==> src/rtl/accelerator_lstm_sequencer_pkg.sv <==
// accelerator_lstm_sequencer_pkg
// Shared definitions for the LSTM weight/bias/input load sequencer.
//   DEFAULT_DATA_SIZE    : default data and size word width
//   DEFAULT_CONTROL_SIZE : default CHANNEL width
//   DEFAULT_GATES        : default number of gate channels per cell
//   state_t              : sequencer FSM states (LOAD_P exists only when
//                          ACCELERATOR_LSTM_SEQUENCER_PEEPHOLE_EN is defined)
package accelerator_lstm_sequencer_pkg;

   localparam int unsigned DEFAULT_DATA_SIZE    = 64;
   localparam int unsigned DEFAULT_CONTROL_SIZE = 4;
   localparam int unsigned DEFAULT_GATES        = 4;

   typedef enum logic [2:0] {
      IDLE,
      LOAD_W,
      LOAD_B,
`ifdef ACCELERATOR_LSTM_SEQUENCER_PEEPHOLE_EN
      LOAD_P,
`endif
      LOAD_X,
      DONE
   } state_t;

endpackage

==> src/rtl/accelerator_lstm_index_counter.sv <==
// accelerator_lstm_index_counter
// Three-level nested index counter: i fastest, j middle, g slowest.
//   clk, rst        : clock, asynchronous active-high reset
//   enable          : advance by one element
//   clear           : synchronous return of all indices to 0
//   lim_i/j/g       : element counts per level (must be non-zero while enabled)
//   idx_i/j/g       : current indices
//   wrap_i/j/g      : level is on its last element; wrap_g marks the final
//                     element of the whole nest
module accelerator_lstm_index_counter #(
   parameter int unsigned IDX_W = 64,
   parameter int unsigned G_W   = 4
) (
   input  logic             clk,
   input  logic             rst,
   input  logic             enable,
   input  logic             clear,
   input  logic [IDX_W-1:0] lim_i,
   input  logic [IDX_W-1:0] lim_j,
   input  logic [G_W:0]     lim_g,
   output logic [IDX_W-1:0] idx_i,
   output logic [IDX_W-1:0] idx_j,
   output logic [G_W-1:0]   idx_g,
   output logic             wrap_i,
   output logic             wrap_j,
   output logic             wrap_g
);

   localparam logic [IDX_W-1:0] ONE     = IDX_W'(1);
   localparam logic [G_W:0]     G_ONE   = (G_W + 1)'(1);
   localparam logic [G_W-1:0]   G_STEP  = G_W'(1);

   // Compare against limit-1 so an index never has to reach the limit value;
   // this keeps sizes up to 2**IDX_W-1 free of overflow.
   always_comb begin
      wrap_i = (idx_i == lim_i - ONE);
      wrap_j = wrap_i && (idx_j == lim_j - ONE);
      wrap_g = wrap_j && ({1'b0, idx_g} == lim_g - G_ONE);
   end

   always_ff @(posedge clk or posedge rst) begin
      if (rst) begin
         idx_i <= '0;
         idx_j <= '0;
         idx_g <= '0;
      end else if (clear) begin
         idx_i <= '0;
         idx_j <= '0;
         idx_g <= '0;
      end else if (enable) begin
         idx_i <= wrap_i ? '0 : idx_i + ONE;
         if (wrap_i) begin
            idx_j <= wrap_j ? '0 : idx_j + ONE;
         end
         if (wrap_j) begin
            idx_g <= wrap_g ? '0 : idx_g + G_STEP;
         end
      end
   end

endmodule

==> src/rtl/accelerator_lstm_sequencer.sv <==
// accelerator_lstm_sequencer
// Streams LSTM parameters into gate channels: GATES*L*X weights, GATES*L
// biases, optionally (GATES-1)*L peepholes, then X inputs.
// Optional feature macro: ACCELERATOR_LSTM_SEQUENCER_PEEPHOLE_EN (adds LOAD_P
// and the P_OUT_ENABLE port).
//   CLK, RST                : clock, asynchronous active-high reset
//   START                   : start request (sampled in IDLE only)
//   SIZE_X_IN, SIZE_L_IN    : input length X, hidden length L
//   DATA_IN / _VALID / _READY : element stream handshake
//   DATA_OUT, CHANNEL       : registered accepted element and its gate index
//   W_OUT_X_ENABLE          : weight element strobe
//   W_OUT_L_ENABLE          : weight row-end strobe
//   B_OUT_ENABLE            : bias element strobe
//   X_OUT_ENABLE            : input element strobe
//   P_OUT_ENABLE            : peephole element strobe (macro only)
//   READY                   : completion pulse, with the last X_OUT_ENABLE
//   ERROR                   : pulse when a zero size is requested
module accelerator_lstm_sequencer
   import accelerator_lstm_sequencer_pkg::*;
#(
   parameter int unsigned DATA_SIZE    = DEFAULT_DATA_SIZE,
   parameter int unsigned CONTROL_SIZE = DEFAULT_CONTROL_SIZE,
   parameter int unsigned GATES        = DEFAULT_GATES
) (
   input  logic                    CLK,
   input  logic                    RST,
   input  logic                    START,
   output logic                    READY,
   output logic                    ERROR,
   input  logic [DATA_SIZE-1:0]    SIZE_X_IN,
   input  logic [DATA_SIZE-1:0]    SIZE_L_IN,
   input  logic [DATA_SIZE-1:0]    DATA_IN,
   input  logic                    DATA_IN_VALID,
   output logic                    DATA_IN_READY,
   output logic [DATA_SIZE-1:0]    DATA_OUT,
   output logic [CONTROL_SIZE-1:0] CHANNEL,
   output logic                    W_OUT_X_ENABLE,
   output logic                    W_OUT_L_ENABLE,
   output logic                    B_OUT_ENABLE,
   output logic                    X_OUT_ENABLE
`ifdef ACCELERATOR_LSTM_SEQUENCER_PEEPHOLE_EN
   ,
   output logic                    P_OUT_ENABLE
`endif
);

   localparam logic [DATA_SIZE-1:0]  ONE      = DATA_SIZE'(1);
   localparam logic [CONTROL_SIZE:0] GATE_LIM = (CONTROL_SIZE + 1)'(GATES);
   localparam logic [CONTROL_SIZE:0] G_ONE    = (CONTROL_SIZE + 1)'(1);

`ifdef ACCELERATOR_LSTM_SEQUENCER_PEEPHOLE_EN
   // A single-gate cell has no peephole elements, so LOAD_P is skipped.
   localparam state_t AFTER_B = (GATES > 1) ? LOAD_P : LOAD_X;
`else
   localparam state_t AFTER_B = LOAD_X;
`endif

   state_t                  state;
   logic [DATA_SIZE-1:0]    size_x;
   logic [DATA_SIZE-1:0]    size_l;
   logic                    xfer;
   logic [DATA_SIZE-1:0]    lim_i;
   logic [DATA_SIZE-1:0]    lim_j;
   logic [CONTROL_SIZE:0]   lim_g;
   logic [DATA_SIZE-1:0]    idx_i;
   logic [DATA_SIZE-1:0]    idx_j;
   logic [CONTROL_SIZE-1:0] idx_g;
   logic                    wrap_i;
   logic                    wrap_j;
   logic                    wrap_g;
   logic                    unused_idx;

   assign xfer = DATA_IN_VALID && DATA_IN_READY;

   // Every load phase reuses the same nest; unused levels get a limit of 1
   // so wrap_g always marks the final element of the current phase.
   always_comb begin
      lim_i = size_x;
      lim_j = size_l;
      lim_g = GATE_LIM;
      case (state)
         LOAD_B: lim_i = ONE;
`ifdef ACCELERATOR_LSTM_SEQUENCER_PEEPHOLE_EN
         LOAD_P: begin
            lim_i = ONE;
            lim_g = GATE_LIM - G_ONE;
         end
`endif
         LOAD_X: begin
            lim_j = ONE;
            lim_g = G_ONE;
         end
         default: ;
      endcase
   end

   accelerator_lstm_index_counter #(
      .IDX_W (DATA_SIZE),
      .G_W   (CONTROL_SIZE)
   ) u_index_counter (
      .clk    (CLK),
      .rst    (RST),
      .enable (xfer),
      .clear  (state == IDLE),
      .lim_i  (lim_i),
      .lim_j  (lim_j),
      .lim_g  (lim_g),
      .idx_i  (idx_i),
      .idx_j  (idx_j),
      .idx_g  (idx_g),
      .wrap_i (wrap_i),
      .wrap_j (wrap_j),
      .wrap_g (wrap_g)
   );

   // Only the wrap flags and the gate index drive the sequencer.
   assign unused_idx = ^{idx_i, idx_j, wrap_j};

   always_ff @(posedge CLK or posedge RST) begin
      if (RST) begin
         state          <= IDLE;
         size_x         <= '0;
         size_l         <= '0;
         READY          <= 1'b0;
         ERROR          <= 1'b0;
         DATA_IN_READY  <= 1'b0;
         DATA_OUT       <= '0;
         CHANNEL        <= '0;
         W_OUT_X_ENABLE <= 1'b0;
         W_OUT_L_ENABLE <= 1'b0;
         B_OUT_ENABLE   <= 1'b0;
         X_OUT_ENABLE   <= 1'b0;
`ifdef ACCELERATOR_LSTM_SEQUENCER_PEEPHOLE_EN
         P_OUT_ENABLE   <= 1'b0;
`endif
      end else begin
         READY          <= 1'b0;
         ERROR          <= 1'b0;
         W_OUT_X_ENABLE <= 1'b0;
         W_OUT_L_ENABLE <= 1'b0;
         B_OUT_ENABLE   <= 1'b0;
         X_OUT_ENABLE   <= 1'b0;
`ifdef ACCELERATOR_LSTM_SEQUENCER_PEEPHOLE_EN
         P_OUT_ENABLE   <= 1'b0;
`endif
         if (xfer) begin
            DATA_OUT <= DATA_IN;
            CHANNEL  <= (state == LOAD_X) ? '0 : idx_g;
         end

         // DATA_IN_READY is registered alongside the state so it is high
         // exactly while a LOAD_* state is current.
         case (state)
            IDLE: begin
               if (START) begin
                  size_x <= SIZE_X_IN;
                  size_l <= SIZE_L_IN;
                  if ((SIZE_X_IN == '0) || (SIZE_L_IN == '0)) begin
                     ERROR <= 1'b1;
                  end else begin
                     state         <= LOAD_W;
                     DATA_IN_READY <= 1'b1;
                  end
               end
            end
            LOAD_W: begin
               if (xfer) begin
                  W_OUT_X_ENABLE <= 1'b1;
                  W_OUT_L_ENABLE <= wrap_i;
                  if (wrap_g) state <= LOAD_B;
               end
            end
            LOAD_B: begin
               if (xfer) begin
                  B_OUT_ENABLE <= 1'b1;
                  if (wrap_g) state <= AFTER_B;
               end
            end
`ifdef ACCELERATOR_LSTM_SEQUENCER_PEEPHOLE_EN
            LOAD_P: begin
               if (xfer) begin
                  P_OUT_ENABLE <= 1'b1;
                  if (wrap_g) state <= LOAD_X;
               end
            end
`endif
            LOAD_X: begin
               if (xfer) begin
                  X_OUT_ENABLE <= 1'b1;
                  if (wrap_g) begin
                     state         <= DONE;
                     READY         <= 1'b1;
                     DATA_IN_READY <= 1'b0;
                  end
               end
            end
            DONE: state <= IDLE;
            default: begin
               state         <= IDLE;
               DATA_IN_READY <= 1'b0;
            end
         endcase
      end
   end

endmodule

==> config.mk <==
export PLATFORM = sky130hd
export DESIGN_NAME = accelerator_lstm_sequencer
export DESIGN_NICKNAME = d
export VERILOG_FILES = /design/src/rtl/accelerator_lstm_sequencer_pkg.sv /design/src/rtl/accelerator_lstm_index_counter.sv /design/src/rtl/accelerator_lstm_sequencer.sv
export SDC_FILE = /design/constraint.sdc
export NUM_CORES = 1
export LEC_CHECK = 0
export CAP_MARGIN = 20
export CORE_UTILIZATION = 30
export CTS_CLUSTER_DIAMETER = 50
export DETAILED_ROUTE_END_ITERATION = 7
export PLACE_DENSITY = 0.54
export SLEW_MARGIN = 20
export SYNTH_ARGS = -nofsm -noshare
export SYNTH_HDL_FRONTEND = slang
export SYNTH_HIERARCHICAL = 1
export SYNTH_SLANG_ARGS = --single-unit
export TNS_END_PERCENT = 10
==> constraint.sdc <==
create_clock -name CLK -period 14.7 [get_ports CLK]
set_input_delay 2.94 -clock CLK [delete_from_list [all_inputs] [get_ports CLK]]
set_output_delay 2.94 -clock CLK [all_outputs]
set_load 0.1 [all_outputs]
---- Yosys cells after proc, flatten, opt, wreduce, memory -nomap -nowiden ----
Index checks and enable logic that the tools add are counted.
operators by class
  equal/unequal tests ..................... 15
  bitwise gates (word level) .............. 1
  reductions and logical operators ........ 16
  muxes and demuxes ....................... 41
  add/subtract/negate cells ............... 6
operator list
  operator                 number
  $mux W64                 9
  $add A64 B1 Y64 const B  2
  $eq A64 B64 Y1           2
  $logic_not A64 Y1        2
  $sub A64 B1 Y64 const B  2
  $mux W3                  9
  $mux W4                  5
  $mux W1                  16
  $ne A2 B1 Y1 const B     6
  $pmux W3 S4              1
  $reduce_and A8 Y1        1
  $eq A3 B2 Y1 const B     2
  $reduce_and A2 Y1        3
  $reduce_bool A2 Y1       3
  $eq A4 B5 Y1             1
  $reduce_and A5 Y1        1
  $add A4 B1 Y4 const B    1
  $ne A2 B2 Y1 const B     2
  $sub A3 B1 Y4 const B    1
  $eq A3 B1 Y1 const B     1
  $eq A3 B3 Y1 const B     1
  $logic_and A1 B1 Y1      3
  $logic_not A3 Y1         1
  $pmux W1 S3              1
  other kinds (3)          3
word-level totals
  bits of input ports ..................... 196
  logic and storage cells ................. 94
  output and inout port bits .............. 75
  register bits ........................... 338

---- Longest topological paths before layout ----
Gate-level depths: netlist of run 1.
  word-level depth ........................ 10
  gate-level depth with buffers ........... 23

---- Modules after synthesis ----
The synthesis of run 1 kept the hierarchy.
by module, submodules not included
  module                          instances  cells an instance  area an instance (um^2)
  accelerator_lstm_index_counter  1          1612               12700.9
  accelerator_lstm_sequencer      1          649                9227.6

---- Worst setup path before layout of run 1 ----
OpenSTA, ideal clock, no wires.
  kind .................................... input-to-reg
  start point ............................. input port DATA_IN_VALID
  end point ............................... register u_index_counter.idx_i[58]
  stages on the path ...................... 14
  arrival time ............................ 6079 ps
  slack ................................... 8500 ps
  path through ............................ nand2_1 -> inv_1 -> buf_2 -> clkbuf_1 -> o211ai_1 -> nor3_1 -> nand2_1 -> nor4b_1 -> and2_1 -> nor2b_1 -> nor2b_1 -> nand4_1 -> xor2_1 -> nor2_1
between the ends
  longest elaborated chain between the ends .. 2
RTL lines
  item                          RTL line                              RTL
  start: declaration            accelerator_lstm_sequencer.sv:33      input logic DATA_IN_VALID,
  $logic_and A1 B1 Y1           accelerator_lstm_sequencer.sv:73      assign xfer = DATA_IN_VALID && DATA_IN_READY;
  via xfer                      accelerator_lstm_sequencer.sv:61      logic xfer;
  $reduce_bool A2 Y1 (no line)  n/a
  end signal: assignment        accelerator_lstm_index_counter.sv:51  idx_i <= wrap_i ? '0 : idx_i + ONE;
  end: declaration              accelerator_lstm_index_counter.sv:21  output logic [IDX_W-1:0] idx_i,
The timed path passes the listed nets, and every way through them passes these cells.
A chain may end at the register's enable or synchronous reset.

---- Final worst setup path of run 1 ----
  start point ............................. register state[2]
  end point ............................... register u_index_counter.idx_j[16]
between the ends
  longest elaborated chain between the ends .. 9
  elaborated cells on any way between the ends .. 17
  classes of those cells .................. add/sub: 2; eq/ne: 4; mux: 6; reduce/logical: 5
RTL lines
  item                      RTL line                              RTL
  start: declaration        accelerator_lstm_sequencer.sv:58      state_t state;
  start signal: assignment  accelerator_lstm_sequencer.sv:121     state <= IDLE;
  start signal: assignment  accelerator_lstm_sequencer.sv:161     state <= LOAD_W;
  start signal: assignment  accelerator_lstm_sequencer.sv:170     if (wrap_g) state <= LOAD_B;
  $eq A3 B2 Y1 (*)          accelerator_lstm_sequencer.sv:81      case (state)
  $mux W64 (*)              accelerator_lstm_sequencer.sv:81
  via lim_i[1]              accelerator_lstm_sequencer.sv:62      logic [DATA_SIZE-1:0] lim_i;
  $sub A64 B1 Y64 (*)       accelerator_lstm_index_counter.sv:36  wrap_i = (idx_i == lim_i - ONE);
  $eq A64 B64 Y1 (*)        accelerator_lstm_index_counter.sv:36
  $logic_and A1 B1 Y1       accelerator_lstm_index_counter.sv:37  wrap_j = wrap_i && (idx_j == lim_j - ONE);
  $mux W64                  accelerator_lstm_index_counter.sv:53  idx_j <= wrap_j ? '0 : idx_j + ONE;
  $mux W64                  accelerator_lstm_index_counter.sv:52  if (wrap_i) begin
  $mux W64                  accelerator_lstm_index_counter.sv:50  end else if (enable) begin
  $mux W64                  accelerator_lstm_index_counter.sv:46  end else if (clear) begin
  end signal: assignment    accelerator_lstm_index_counter.sv:53
  end: declaration          accelerator_lstm_index_counter.sv:22  output logic [IDX_W-1:0] idx_j,
Mark *: on every way through the listed nets, which the timed path passes. The rest lies on a longest branch. The select of a mux whose other input is x is not followed.

==> results list, run 1 <==
- Status: finished with violations
- Failing checks: DRC
- Leakage Power: 10.7 nW
- Across the run, the number of max-cap violations was 0.
* Height of the die: 272 um
- Maximum vdd drop: between 0.1 and 0.15 mV
- Setup total negative slack on the finished layout was measured at 0 ns.
- Dividing the detail-routed wire length by the instance count gives 21.4 um.
- Clock tree from TritonCTS: yes
- After the first detailed-routing iteration, the DRC count stood at 1,503.
* Cell at the root of the clock tree: sky130_fd_sc_hd__clkbuf_16
* Launch point of the worst reg-to-reg path: state[2]
* Maximum fanout along the worst path: 64
- Across all register-to-register paths, the minimum setup slack is 7.45 ns.
- Number of sinks driven by the clock tree: between 300 and 400
- Summed over all layers, the routed wires come to between 70 and 80 mm.
- Post-detailed-route count of antenna-violating nets: 0
* Kind of path behind the tightest hold check: flip-flop to flip-flop
* Final period utilization: 0.493
- For the pin with the worst max-slew slack, the measured transition is approximately 1.1 ns.
- STA puts the critical path data required time at 15.19 ns.
- Summing all non-filler instances in the final layout gives an area of 0.0272 sq mm.
- In this run the horizontal extent of the chip is 272 um.
- Clock tree synthesis inserted a total of 51 buffers.
- STA classifies the critical path startpoint as a flip-flop.
- Maximum frequency from static timing analysis: 0.138 GHz
* Number of nets in the finished design: ~2,700
* HPWL after DPL: slightly below 60 mm
* Headroom to the max-slew limit: 0.293
- Clock Tree Buf Depth: 3
* Fraction of layout instances using a drive strength above 1: 0.141
- From synthesis to final layout, the design area changed by 24.3%.
- The critical path in this run is classified as flip-flop to flip-flop.
* Post-Synthesis Cells: 2,260
* Post-CTS Resized: 0
- Htree depth: 2
* Pin count of the biggest net entering global routing: 79
- Final setup violation count: 0
- Power spread over the standard cell area amounts to 144 mW/mm^2.
- After detailed routing, the number of vias per cell comes to 5.40.
- Number of warning messages in the yosys log: 6
- Initial Utilization: 0.305
- Final estimated routing congestion in global placement: 0.917
- STA classifies the critical path endpoint as a flip-flop.
- Unrepaired setup endpoints after global routing: no
- Worst hold slack: 0.478 ns
- Drt pass-1 iters: 8
- In this run the most critical hold path is launched from CHANNEL[3].
* I/O pin cnt: 271
- Number of hold violations in the final report: 0
* Mean instance size in the synthesized netlist: just under 10 sq um
- Total vias in the final route: 18,835
- Shortest period the worst path allows: 7.25 ns
* Worst endpoint data arrival time: 7.74 ns
- The worst hold path passes through 2 cells.
- For this run, design rule violations remaining after detail routing come to 2.
- Overall power of the completed layout: 3.93 mW
- Count of hold-fix buffers inserted at cts: 0
* Clock latency on the worst-skew pair: 0.62 ns
- The endpoint identified for the worst register-to-register timing path is u_index_counter/idx_j[16].
- Setup skew after layout: a little under 0.03 ns
- For hold timing, the worst endpoint is CHANNEL[3].
- Total core area: around 0.072 sq mm
- Counting cells, the worst reg-to-reg path comes to 17.
- Area of the die: 0.0742 sq mm
- Input and output buffers added on the ports amount to 270.
* Number of global-route vias before repair: roughly 19,000
- Clock slew at the register clock pins of the worst setup and hold paths: 0.06 ns
* FP Rows: a little under 100
- Initial antenna violation count: 3
- Buffer count from post-CTS setup fixing: 0
* Max-slew violations: 0
- The first global-routing pass estimated 116 mm of wire.
- GRT Overall Usage: 0.200
- Total cell area at the placement stage: around 0.025 sq mm
- Netlist Area Pre-Place: 0.0219 sq mm
- Total congestion overflow after global routing: 0
-- state kept, by name (all words and copies together) (netlist names) --
name,cells
B_OUT_ENABLE,1
CHANNEL,4
DATA_IN_READY,1
DATA_OUT,64
ERROR,1
READY,1
W_OUT_L_ENABLE,1
W_OUT_X_ENABLE,1
X_OUT_ENABLE,1
size_l,64
size_x,64
state,3
u_index_counter/idx_g,4
u_index_counter/idx_i,64
u_index_counter/idx_j,64
-- stage by stage --
step | utilization | setup slack [ns] | cells
after CTS | 0.379 | 7.48 | 3490
after floorplan | - | 6.14 | 2265
after global placement | 0.355 | 7.54 | 3395
final | 0.379 | 7.45 | 3491
after global routing | 0.379 | 6.96 | 3490
after detailed placement | 0.355 | 7.42 | 3395
-- metal layers --
layer	up-vias	share of wire	global-route usage
li1	8782	-	-
met1	9359	0.46	0.283
met2	606	0.45	0.314
met3	88	0.065	0.0367
met4	0	0.017	0.0463
met5	-	0	0
-- worst max path at each step --
| stage | startpoint | endpoint | slack, ns | cells after the start |
|---|---|---|---|---|
| after floorplan | RST | B_OUT_ENABLE | 6.14 | 1 |
| after global placement | DATA_IN_VALID | u_index_counter/idx_i[58] | 7.54 | 14 |
| after detailed placement | DATA_IN_VALID | u_index_counter/idx_i[58] | 7.42 | 14 |
| after CTS | state[2] | u_index_counter/idx_j[16] | 7.48 | 17 |
| after global routing | state[2] | u_index_counter/idx_j[16] | 6.96 | 17 |
| final | state[2] | u_index_counter/idx_j[16] | 7.45 | 17 |
-- cell type report --
cell class	count	area, sq um
antenna	1	2.50
inverter	44	176
fill	7294	44600
clock inverter	28	378
clock buffer	67	1390
multi-input combinational	1768	12800
sequential	338	8460
timing repair buffer	295	2890
tap	950	1190
-- power by group --
| group | leakage, nW | switching, mW | total [mW] | internal (mW) |
|---|---|---|---|---|
| Clock | 0.848 | 0.484 | 1.26 | 0.778 |
| Combinational | 5.56 | 0.883 | 1.46 | 0.580 |
| Sequential | 4.27 | 0.110 | 1.20 | 1.09 |
-- layout by cell type (no fill, tap or decap), types with 25 or more instances in the layout --
master and n:
sky130_fd_sc_hd__and2_1 79, sky130_fd_sc_hd__mux2_2 96, sky130_fd_sc_hd__xor2_1 109, sky130_fd_sc_hd__inv_1 40
sky130_fd_sc_hd__o21ai_0 40, sky130_fd_sc_hd__nor4_1 110, sky130_fd_sc_hd__xnor2_1 154, sky130_fd_sc_hd__and3_1 43
sky130_fd_sc_hd__dfrtp_1 338, sky130_fd_sc_hd__clkdlybuf4s50_1 270, sky130_fd_sc_hd__a21oi_1 75, sky130_fd_sc_hd__nor3_1 59
sky130_fd_sc_hd__or3_1 38, sky130_fd_sc_hd__nor2_1 172, sky130_fd_sc_hd__clkbuf_16 51, sky130_fd_sc_hd__nand3_1 91
sky130_fd_sc_hd__o31ai_1 30, sky130_fd_sc_hd__or4_1 64, sky130_fd_sc_hd__mux2_4 98, sky130_fd_sc_hd__nand2_1 104
sky130_fd_sc_hd__nor2b_1 71, sky130_fd_sc_hd__buf_4 25, sky130_fd_sc_hd__nand4_1 63
-- critical path, cell delays in order, from the launching register on --
cell	delay, ns
sky130_fd_sc_hd__dfrtp_1	0.48
sky130_fd_sc_hd__nor2_1	0.21
sky130_fd_sc_hd__and2_2	0.17
sky130_fd_sc_hd__buf_4	0.48
sky130_fd_sc_hd__nor2b_1	0.19
sky130_fd_sc_hd__inv_1	0.10
sky130_fd_sc_hd__ha_1	0.27
sky130_fd_sc_hd__nor3b_1	0.77
sky130_fd_sc_hd__nand4_1	0.58
sky130_fd_sc_hd__or3_1	0.58
sky130_fd_sc_hd__nor4_1	0.32
sky130_fd_sc_hd__xnor2_1	0.25
sky130_fd_sc_hd__nand4_1	0.14
sky130_fd_sc_hd__or4b_1	0.91
sky130_fd_sc_hd__or2_1	0.58
sky130_fd_sc_hd__o21ai_4	0.21
sky130_fd_sc_hd__buf_4	0.56
sky130_fd_sc_hd__o21ba_1	0.24
No activity file was read; power rests on OpenSTA's default activity.
==> run 2: changes to the inputs <==
==> constraint.sdc (replaced) <==
create_clock -name CLK -period 6.8 [get_ports CLK]
set_input_delay 1.36 -clock CLK [delete_from_list [all_inputs] [get_ports CLK]]
set_output_delay 1.36 -clock CLK [all_outputs]
set_load 0.1 [all_outputs]
==> results list, run 2 (synthesis gave the netlist of run 1 again) <==
* Setup slack of the worst register-to-register path: 0.46 ns (was 7.45 ns)
- The post-route clock skew is 0.0224 ns (was 0.0289 ns).
* Leakage Power: 10.9 nW (was 10.7 nW)
- Final estimated routing congestion in global placement: 0.940 (was 0.917)
- Dpl cells: 3,417 (was 3,395)
- Least setup slack across all paths after layout: 0.462 ns (was 7.45 ns)
- The share of post-route cells with drive strength above 1 was 0.153 (was 0.141).
- Number of buffers created by CTS: 52 (was 51)
- The pin slew with the least headroom to its limit was 1.08 ns (was 1.06 ns).
- Most common cell after layout, fill and taps aside: sky130_fd_sc_hd__dfrtp_1 (unchanged)
* Internal power consumption: 5.39 mW (was 2.45 mW)
* Max-slew violations: 0 (unchanged)
- Category of the worst setup path launch point: flip-flop (unchanged)
- Wire length of the first global-routing pass: 114 mm (was 116 mm)
- Total wire length after detailed routing: 73.3 mm (was 74.7 mm)
* Pin count of the biggest net entering global routing: 109 (was 79)
* Status: completed (was finished with violations)
* End of the worst register-to-register path: u_index_counter/idx_j[56] (was u_index_counter/idx_j[16])
* Share of the core filled with cells: 0.383 (was 0.379)
* Post-detailed-route count of antenna-violating nets: 0 (unchanged)
* Total congestion overflow after global routing: 0 (unchanged)
- The cell depth of the worst flop-to-flop path is 15 (was 17).
* Post-Place Worst Slack: 0.335 ns (was 7.42 ns)
- Part of the total power dissipated in the clock network: 0.329 (was 0.321)
* Count of buffers from port buffering: 270 (unchanged)
* Max-capacitance violation count: 0 (unchanged)
- The standard-cell row count is 98 (unchanged).
* Initial DRC Count: 1,390 (was 1,503)
- The number of antenna violations at the first check in global routing was 1 (was 3).
- Area of the die: 0.0742 sq mm (unchanged)
- The minimum clock period is 6.34 ns (was 7.25 ns).
- The number of ports placed on the die boundary is 271 (unchanged).
- The initial cell density of the core came to 0.305 (unchanged).
- The x dimension of the die is 272 um (unchanged).
- Clock Tree Buf Depth: 3 (unchanged)
* Combinational power share: 0.364 (was 0.372)
- Area of all placed cells without fillers: 0.0276 sq mm (was 0.0272 sq mm)
* Hold path depth: 2 (unchanged)
* Total cell area at the placement stage: 0.0257 sq mm (was 0.0255 sq mm)
- The worst hold slack after final layout was 0.474 ns (was 0.478 ns).
- The total of endpoints with negative setup slack in the final report came to 0 (unchanged).
* Hold Path Origin: CHANNEL[2] (was CHANNEL[3])
- Number of hold violations in the final report: 0 (unchanged)
- The net switching power came to 3.20 mW (was 1.48 mW).
* Maximum vdd drop: 0.238 mV (was 0.121 mV)
- Hold Path End: CHANNEL[2] (was CHANNEL[3])
- Number of sinks driven by the clock tree: 338 (unchanged)
- Sequential cell area: 0.00846 sq mm (unchanged)
- Htree depth: 2 (unchanged)
- Most used cells in the layout excluding fill and tap cells: sky130_fd_sc_hd__dfrtp_1, sky130_fd_sc_hd__clkdlybuf4s50_1, sky130_fd_sc_hd__nor2_1, sky130_fd_sc_hd__xnor2_1, sky130_fd_sc_hd__nor4_1 (unchanged)
- Worst endpoint data arrival time: 6.87 ns (was 7.74 ns)
- CP Class: flip-flop to flip-flop (unchanged)
- The number of setup buffers added after CTS came to 0 (unchanged).
- The number of iterations in the first detailed-routing pass is 7 (was 8).
* Number of nets in the finished design: 2,723 (was 2,700)
- Clock slew at the register clock pins of the worst setup and hold paths: 0.06 ns (about the same)
* Number of global-route vias before repair: 18,863 (was 18,980)
- The HPWL after detailed placement is 56.8 mm (was 57.8 mm).
- Final period utilization: 0.932 (was 0.493)
- The worst-case headroom to the max-slew limit came to 0.279 (was 0.293).
- DRC: 0 (was 2)
* Launch point of the worst reg-to-reg path: state[0] (was state[2])
- The layout-stage area growth over the synthesis result is 25.7% (was 24.3%).
- The critical-path maximum fanout came to 42 (was 64).
* Cell at the root of the clock tree: sky130_fd_sc_hd__clkbuf_16 (unchanged)
* Height of the die: 272 um (unchanged)
* Sequential power share: 0.307 (was 0.306)
- Unrepaired setup endpoints after global routing: no (unchanged).
- Setup tns final: 0 ns (unchanged)
- Clock tree from TritonCTS: yes (unchanged)
- Maximum frequency from static timing analysis: 0.158 GHz (was 0.138 GHz)
* Non-filler instance count after layout: 3,516 (was 3,491)
- Net switching fraction of the power: 0.372 (was 0.376)
- The total routing resource utilization after global routing was 0.196 (was 0.200).
* Cell Pwr Density: 312 mW/mm^2 (was 144 mW/mm^2)
- The path category of the worst min-delay check was flip-flop to flip-flop (unchanged).
- # fillers: 7,239 (was 7,294)
* Type of destination of the critical path: flip-flop (unchanged)
- Overall power of the completed layout: 8.59 mW (was 3.93 mW)
* Multi-input logic area: 0.0128 sq mm (about the same)
* Clock latency on the worst-skew pair: 0.61 ns (was 0.62 ns)
* Critical Path RT: 7.33 ns (was 15.19 ns)
- The ratio of routed vias to standard cells is 5.35 (was 5.40).
- The final routed wire length divided by cell count is 20.8 um (was 21.4 um).
- The total number of vias came to 18,796 (was 18,835).
* Total core area: 0.0719 sq mm (unchanged)
-- run 2: cell count changes in the layout (fill, tap and decap cells not counted), sizes merged --
cell and change:
buf +22, clkbuf -2, clkinvlp +2, inv +5, clkinv -2
-- run 2: what timing repair did --
action	in CTS	in global routing
hold buffers	0	0
resized for setup	0	2
endpoints found under the setup margin	0	10
-- run 2: final cells by class --
cell class	instances	area share
clock buffer	65	0.0523
antenna	1	0.0000908
clock inverter	33	0.0148
sequential	338	0.307
timing repair buffer	317	0.113
multi-input combinational	1768	0.464
tap	950	0.0431
inverter	44	0.00636
-- run 2: worst max path at each step --
stage	cells past startpoint	startpoint	slack (ns)	endpoint
global placement	18	state[0]	0.29	u_index_counter/idx_j[59]
detailed placement	18	state[0]	0.33	u_index_counter/idx_j[63]
global route	15	state[0]	0.001	u_index_counter/idx_j[55]
finish	15	state[0]	0.46	u_index_counter/idx_j[56]
floorplan	23	state[0]	1.47	state[0]
CTS	18	state[0]	0.30	u_index_counter/idx_j[56]
-- run 2: layer usage --
metal	share of wire	track usage
met5	0	0
met4	0.021	0.0497
met3	0.054	0.0332
met2	0.45	0.308
met1	0.48	0.277
-- run 2: worst max-delay path: stages (launching register included) --
cell and delay (ns):
sky130_fd_sc_hd__dfrtp_1 0.47, sky130_fd_sc_hd__nor2_1 0.21, sky130_fd_sc_hd__and2_2 0.46, sky130_fd_sc_hd__nor2b_1 0.27
sky130_fd_sc_hd__or4_1 0.69, sky130_fd_sc_hd__nor4_2 0.69, sky130_fd_sc_hd__nand3_1 0.33, sky130_fd_sc_hd__a2111oi_0 0.61
sky130_fd_sc_hd__nand4b_1 0.18, sky130_fd_sc_hd__nor4_2 0.53, sky130_fd_sc_hd__buf_4 0.23, sky130_fd_sc_hd__nand3_1 0.22
sky130_fd_sc_hd__o21a_1 0.34, sky130_fd_sc_hd__buf_4 0.28, sky130_fd_sc_hd__or4_1 0.55, sky130_fd_sc_hd__a21oi_1 0.17
-- run 2: power by group through the flow --
stage               registers (mW)  clock network [mW]  logic (mW)
global placement              2.67                   0        3.07
detailed placement            2.67                   0        3.09
finish                        2.64                2.83        3.12
global route                  2.68                3.00        3.35
CTS                           2.64                2.91        3.10
floorplan                     2.95                   0        1.91
